### config.mk
export PLATFORM = sky130hd
export DESIGN_NAME = sobel_pix_packer
export DESIGN_NICKNAME = d
export VERILOG_FILES = /design/src/rtl/sobel_pix_packer.sv
export SDC_FILE = /design/constraint.sdc
export NUM_CORES = 1
export LEC_CHECK = 0
export BUFFER_PORTS_ARGS = -buffer_cell sky130_fd_sc_hd__buf_4
export CAP_MARGIN = 20
export CORE_ASPECT_RATIO = 0.5
export CORE_UTILIZATION = 30
export CTS_CLUSTER_SIZE = 14
export DETAILED_ROUTE_END_ITERATION = 12
export GPL_ROUTABILITY_DRIVEN = 0
export RECOVER_POWER = 100
export SLEW_MARGIN = 20
export SYNTH_ARGS = -nofsm -noshare
export SYNTH_HDL_FRONTEND = slang
export SYNTH_SLANG_ARGS = --single-unit
### constraint.sdc
create_clock -name clk -period 23.1 [get_ports clk]
set_clock_uncertainty 0.05 [all_clocks]
set_input_delay 3.465 -clock clk [delete_from_list [all_inputs] [get_ports clk]]
set_output_delay 3.465 -clock clk [all_outputs]
set_load 0.02 [all_outputs]
### src/rtl/sobel_pix_packer.sv
// Packs the RGB565 Sobel edge stream into wide words for the DDR write FIFO.
// Handles frame framing, ping-pong bank selection, line counting and sticky error flags.
module sobel_pix_packer #(
    parameter int PIX_W    = 16,
    parameter int WORD_W   = 256,
    parameter int H_PIXEL  = 1024,
    parameter int V_PIXEL  = 768,
    parameter int PINGPANG = 1
) (
    input  logic              clk,
    input  logic              rst,
    input  logic              frame_vsync,
    input  logic              pix_de,
    input  logic [PIX_W-1:0]  pix_data,
    input  logic              fifo_full,
    output logic              word_valid,
    output logic [WORD_W-1:0] word_data,
    output logic              frame_start,
    output logic              frame_done,
    output logic              bank,
    output logic [9:0]        line_cnt,
    output logic              err_overflow,
    output logic              err_short
);

    localparam int PPW    = WORD_W / PIX_W;
    localparam int SLOT_W = (PPW > 1) ? $clog2(PPW) : 1;
    localparam int LPIX_W = $clog2(H_PIXEL + 1);

    localparam logic [SLOT_W-1:0] SLOT_LAST = SLOT_W'(PPW - 1);
    localparam logic [SLOT_W-1:0] SLOT_ZERO = SLOT_W'(0);
    localparam logic [LPIX_W-1:0] H_LIM     = LPIX_W'(H_PIXEL);
    localparam logic [19:0]       FRAME_PIX = 20'(H_PIXEL * V_PIXEL);
    localparam logic [9:0]        V_LAST    = 10'(V_PIXEL - 1);

    typedef enum logic [1:0] {
        WAIT_SYNC = 2'd0,
        ACTIVE    = 2'd1,
        DONE      = 2'd2
    } state_t;

    state_t              state_q, state_d;
    logic                vsync_q;
    logic                de_q;
    logic [SLOT_W-1:0]   slot_q, slot_d;
    logic [WORD_W-1:0]   sreg_q, sreg_d;
    logic [LPIX_W-1:0]   lpix_q, lpix_d;
    logic [19:0]         fpix_q, fpix_d;
    logic                word_valid_q, word_valid_d;
    logic [WORD_W-1:0]   word_data_q, word_data_d;
    logic                frame_start_q, frame_start_d;
    logic                frame_done_q, frame_done_d;
    logic                bank_q, bank_d;
    logic [9:0]          line_cnt_q, line_cnt_d;
    logic                err_ovf_q, err_ovf_d;
    logic                err_short_q, err_short_d;

    logic                rise_s;
    logic                de_eff_s;
    logic                fall_s;
    logic                take_s;
    logic                emit_s;
    logic [WORD_W-1:0]   emit_word_s;
    logic [WORD_W-1:0]   filled_s;

    // Edge detection and the pixel-accept qualifier; vsync masks pix_de on the same cycle.
    always_comb begin
        rise_s   = frame_vsync & ~vsync_q;
        de_eff_s = pix_de & ~frame_vsync;
        fall_s   = de_q & ~de_eff_s;
        take_s   = (state_q == ACTIVE) && de_eff_s && (lpix_q < H_LIM);
        filled_s = sreg_q;
        filled_s[int'(slot_q) * PIX_W +: PIX_W] = pix_data;
    end

    // Next-state logic for framing, packing, line counting and error flags.
    always_comb begin
        state_d       = state_q;
        slot_d        = slot_q;
        sreg_d        = sreg_q;
        lpix_d        = lpix_q;
        fpix_d        = fpix_q;
        bank_d        = bank_q;
        line_cnt_d    = line_cnt_q;
        err_short_d   = err_short_q;
        frame_start_d = 1'b0;
        frame_done_d  = 1'b0;
        emit_s        = 1'b0;
        emit_word_s   = sreg_q;

        if (rise_s) begin
            // A rising vsync restarts framing from any state; a pending partial word is dropped.
            state_d       = ACTIVE;
            frame_start_d = 1'b1;
            bank_d        = (PINGPANG != 0) ? ~bank_q : 1'b0;
            slot_d        = SLOT_ZERO;
            sreg_d        = '0;
            lpix_d        = '0;
            fpix_d        = 20'd0;
            line_cnt_d    = 10'd0;
            if ((state_q == ACTIVE) && (slot_q != SLOT_ZERO)) begin
                err_short_d = 1'b1;
            end else begin
                err_short_d = err_short_q;
            end
        end else begin
            case (state_q)
                WAIT_SYNC: begin
                    state_d = WAIT_SYNC;
                end
                ACTIVE: begin
                    if (take_s) begin
                        lpix_d = lpix_q + LPIX_W'(1);
                        fpix_d = fpix_q + 20'd1;
                        if (slot_q == SLOT_LAST) begin
                            emit_s      = 1'b1;
                            emit_word_s = filled_s;
                            slot_d      = SLOT_ZERO;
                            sreg_d      = '0;
                        end else begin
                            slot_d = slot_q + SLOT_W'(1);
                            sreg_d = filled_s;
                        end
                        if (fpix_q + 20'd1 == FRAME_PIX) begin
                            state_d      = DONE;
                            frame_done_d = 1'b1;
                        end else begin
                            state_d = ACTIVE;
                        end
                    end else if (fall_s) begin
                        // Unused slots are already zero, so the flushed word is zero-padded.
                        if (slot_q != SLOT_ZERO) begin
                            emit_s      = 1'b1;
                            emit_word_s = sreg_q;
                            err_short_d = 1'b1;
                        end else begin
                            emit_s = 1'b0;
                        end
                        slot_d = SLOT_ZERO;
                        sreg_d = '0;
                        lpix_d = '0;
                        if (line_cnt_q != V_LAST) begin
                            line_cnt_d = line_cnt_q + 10'd1;
                        end else begin
                            line_cnt_d = line_cnt_q;
                        end
                    end else begin
                        state_d = ACTIVE;
                    end
                end
                DONE: begin
                    state_d = DONE;
                end
                default: begin
                    state_d = WAIT_SYNC;
                end
            endcase
        end
    end

    // Output word strobe; fifo_full is sampled when the word is formed and a full FIFO loses the word.
    always_comb begin
        word_data_d  = word_data_q;
        word_valid_d = 1'b0;
        err_ovf_d    = err_ovf_q;
        if (emit_s) begin
            word_data_d = emit_word_s;
            if (fifo_full) begin
                err_ovf_d = 1'b1;
            end else begin
                word_valid_d = 1'b1;
            end
        end else begin
            word_valid_d = 1'b0;
        end
    end

    // State and output registers.
    always_ff @(posedge clk or posedge rst) begin
        if (rst) begin
            state_q       <= WAIT_SYNC;
            vsync_q       <= 1'b0;
            de_q          <= 1'b0;
            slot_q        <= SLOT_ZERO;
            sreg_q        <= '0;
            lpix_q        <= '0;
            fpix_q        <= 20'd0;
            word_valid_q  <= 1'b0;
            word_data_q   <= '0;
            frame_start_q <= 1'b0;
            frame_done_q  <= 1'b0;
            bank_q        <= 1'b0;
            line_cnt_q    <= 10'd0;
            err_ovf_q     <= 1'b0;
            err_short_q   <= 1'b0;
        end else begin
            state_q       <= state_d;
            vsync_q       <= frame_vsync;
            de_q          <= de_eff_s;
            slot_q        <= slot_d;
            sreg_q        <= sreg_d;
            lpix_q        <= lpix_d;
            fpix_q        <= fpix_d;
            word_valid_q  <= word_valid_d;
            word_data_q   <= word_data_d;
            frame_start_q <= frame_start_d;
            frame_done_q  <= frame_done_d;
            bank_q        <= bank_d;
            line_cnt_q    <= line_cnt_d;
            err_ovf_q     <= err_ovf_d;
            err_short_q   <= err_short_d;
        end
    end

    assign word_valid   = word_valid_q;
    assign word_data    = word_data_q;
    assign frame_start  = frame_start_q;
    assign frame_done   = frame_done_q;
    assign bank         = bank_q;
    assign line_cnt     = line_cnt_q;
    assign err_overflow = err_ovf_q;
    assign err_short    = err_short_q;

endmodule

==> results.md <==
- CTS Hold Bufs: 0
- DRT Pass-1 Iters: 5
- Root Driver: clkbuf_16
- Setup violators final: 0
- Crit-path slowest cell: clkinvlp_2
- Commonest non-fill, non-tap cells in the layout: dfrtp_1, nand2_1, o21ai_0, clkbuf_1, mux2i_1
- R2R Path End: word_data[207]
- Worst Hold End: err_overflow
- FFs w/ async S/R, synth: 1.00
- Full die area: 83700 um2
- P_int: 1.60 mW
- H-tree levels: 2
- Placed cell areas: 27800 um2
- Reg2Reg Depth: 10
- Vias in the first global route: 17800
- Initial antenna violation count: 4
- Sequential share of power: 0.473
- Final slew viol count: 617
- NetSw: between 0.5 and 0.6 mW
- Worst Path Required: 23.64 ns
- Fmax: 96.1 MHz
- PwrDens: 75.6 nW/um2
- Comb pwr share: 0.092
- Core box area: a little over 80000 um2
- Pin count of the biggest net entering global routing: 253
- Ys flop type: dfrtp_1
- Clock slew at reported path FFs: 0.06 ns
- Starting density of the core: 0.303
- CP Cell Sequence: clkbuf_4 > clkinvlp_2 > clkbuf_1 > buf_4
- Syn. warnings: 0
- Sw Ratio: 0.260
- Layout fillers: 8438
- Clock latency on the worst-skew pair: 0.60 ns
- Syn_nets: 2298
- FF+latch count, synth: approximately 570
- CTS Buffer Depth: 3
- Hold Crit Class: flop to flop
- Critical path type: input port to asynchronous set/reset pin
- Clk sink count: 567
- Post-DR wirelength/cell: 19.6 um
- MaxCap Viol Count: 10
- Mapped Area: 24700 um2
- Crit path largest cell delay: 3.64 ns
- DP HPWL: 46.8 mm
- IO Port Bufs: approximately 300
- Tmin final: 10.40 ns
- Post-synthesis sequential area ratio: 0.574
- Total power draw: 2.16 mW
- Global-route wire length before repair: around 110 mm
- Worst slew pin tran: 6.56 ns
- Cells on Worst Hold Path: 1
- Reg2reg start: state_q[1]
- CP Depth: 4
- Remaining Overflow, GRT: 0
- Nets: around 2500
- Status: finished, violations left
- Antenna viol nets, final: 0
- Min-delay src: err_overflow
- Die H: 205 um
- CTS tree: yes
- Syn avg cell area: approximately 11 um2
- Vias per inst: approximately 5
- CP endpoint kind: asynchronous set/reset pin
- Maximum vdd drop: between 40 and 50 uV
- GRT Total Usage: 0.165
- Initial DRC Count: 1430
- Row count: 74
- Crit path max-delay family: buffers and inverters
- Critical Path Start Type: input port
- Total CTS buffers: 55
- Vias after detailed routing: 18100
- Final TNS setup: 0 ns
- Die width: 408 um
- Residual DRC count: 0
- Post-route cell area: 28600 um2
- WP buf/inv: 4
- Area Overhead vs Synth: 15.4%
- Post-CTS setup buffer count: 0
- Layout cell share with drive strength beyond 1: 0.0618
- Relative slew slack: -3.40
- RSZ-0062 raised after global routing: false
- Synth Instances: 2268
- Yosys cell types: 63
- Post-cts sizing count: 0
- Clock power share: 0.436
- WL final: 70.8 mm
- Commonest non-fill, non-tap cell in the layout: dfrtp_1
- Number of flops mapped to enable cells by yosys: 0
- Ports: 293
- Critical Path AT: around 11 ns
- Leak: 13.5 nW
- R2R setup slack: approximately 16 ns
- Hold Vio Cnt, Final: 0
- Failing checks: max-capacitance violations, max-slew violations
- Period utilization: 0.450
- Max Fanout on Critical Path: 148
## power groups by stage
stage	clock [mW]	sequential, mW	combinational, mW
after floorplan	0	1.04	0.132
after global placement	0	1.04	0.205
after detailed placement	0	1.04	0.208
after CTS	0.958	1.02	0.209
after global routing	0.997	1.02	0.218
final	0.941	1.02	0.198
## state kept, by name (all words and copies together), names as in the netlist
register      count
bank              1
de_q              1
err_overflow      1
err_short         1
fpix_q           20
frame_done        1
frame_start       1
line_cnt         10
lpix_q           11
slot_q            4
sreg_q          256
state_q           2
vsync_q           1
word_data       256
word_valid        1
## cells in the mapped netlist, types with 8 or more instances
cell / n / area (um2)
o21ai_0: 79 / 395
inv_1: 14 / 52.6
clkbuf_1: 104 / 390
mux2i_1: 240 / 2400
nand4_1: 18 / 113
a21o_1: 8 / 60.1
and2_1: 40 / 250
a22o_1: 227 / 1990
nand3_1: 15 / 75.1
ha_1: 9 / 113
xnor2_1: 10 / 87.6
xor2_1: 13 / 114
nand2_1: 391 / 1470
o21ai_1: 247 / 1240
buf_2: 63 / 315
dfrtp_1: 567 / 14200
and3_1: 40 / 250
buf_4: 8 / 60.1
nor3_1: 9 / 45.0
or3_1: 8 / 50.1
nor2_1: 55 / 206
nor2b_1: 19 / 119
## worst reg2reg max path, cell delays in order, from the launching register on
cell,delay [ns]
dfrtp_1,0.37
inv_1,0.05
ha_1,0.28
nor4bb_4,0.19
clkbuf_1,0.50
nand4_1,0.51
o21ai_0,0.18
nand3_1,0.99
clkbuf_1,2.43
buf_12,0.62
o21ai_0,0.56
## through the flow
step / hold WS, ns / setup WS, ns / util / instances
after floorplan: 0.390 / 3.73 / - / 2268
after global placement: 0.394 / 16.33 / 0.340 / 3511
after detailed placement: 0.401 / 16.26 / 0.340 / 3511
after CTS: 0.413 / 16.87 / 0.363 / 3610
after global routing: 0.415 / 11.16 / 0.350 / 3611
final: 0.404 / 12.70 / 0.350 / 3613
## how the worst max path moves through the flow
stage	start	endpoint	slack [ns]
after floorplan	rst	bank	3.73
after global placement	pix_de	word_data[245]	16.33
after detailed placement	pix_de	word_data[86]	16.26
after CTS	pix_de	word_data[207]	16.87
after global routing	rst	word_data[123]	11.16
final	rst	word_data[88]	12.70
## routing by layer
metal	routed length [um]	global-route usage	up-vias
li1	-	-	8412
met1	29400	0.208	9245
met2	36600	0.292	335
met3	2770	0.0253	99
met4	2010	0.0529	0
met5	0	0	-
## layout make-up
type | instances | area [um2] | area share
Antenna cell | 2 | 5.00 | 0.000175
Clock buffer | 86 | 1730 | 0.0604
Clock inverter | 13 | 170 | 0.00596
Inverter | 17 | 65.1 | 0.00228
Multi-Input combinational cell | 1505 | 9680 | 0.339
Sequential cell | 567 | 14200 | 0.497
Tap cell | 1102 | 1380 | 0.0483
Timing Repair Buffer | 321 | 1350 | 0.0471
## logic make-up after synthesis
group / Yosys count / synth area share
adders and majority gates: 9 / 0.00455
xor gates and xnor gates: 23 / 0.00814
AOI/OAI and AO/OA: 593 / 0.158
DFF: 567 / 0.574
muxes: 241 / 0.0976
buffers and inverters: 196 / 0.0351
and+or+nand+nor: 639 / 0.123
No activity file was read; power rests on OpenSTA's default activity.
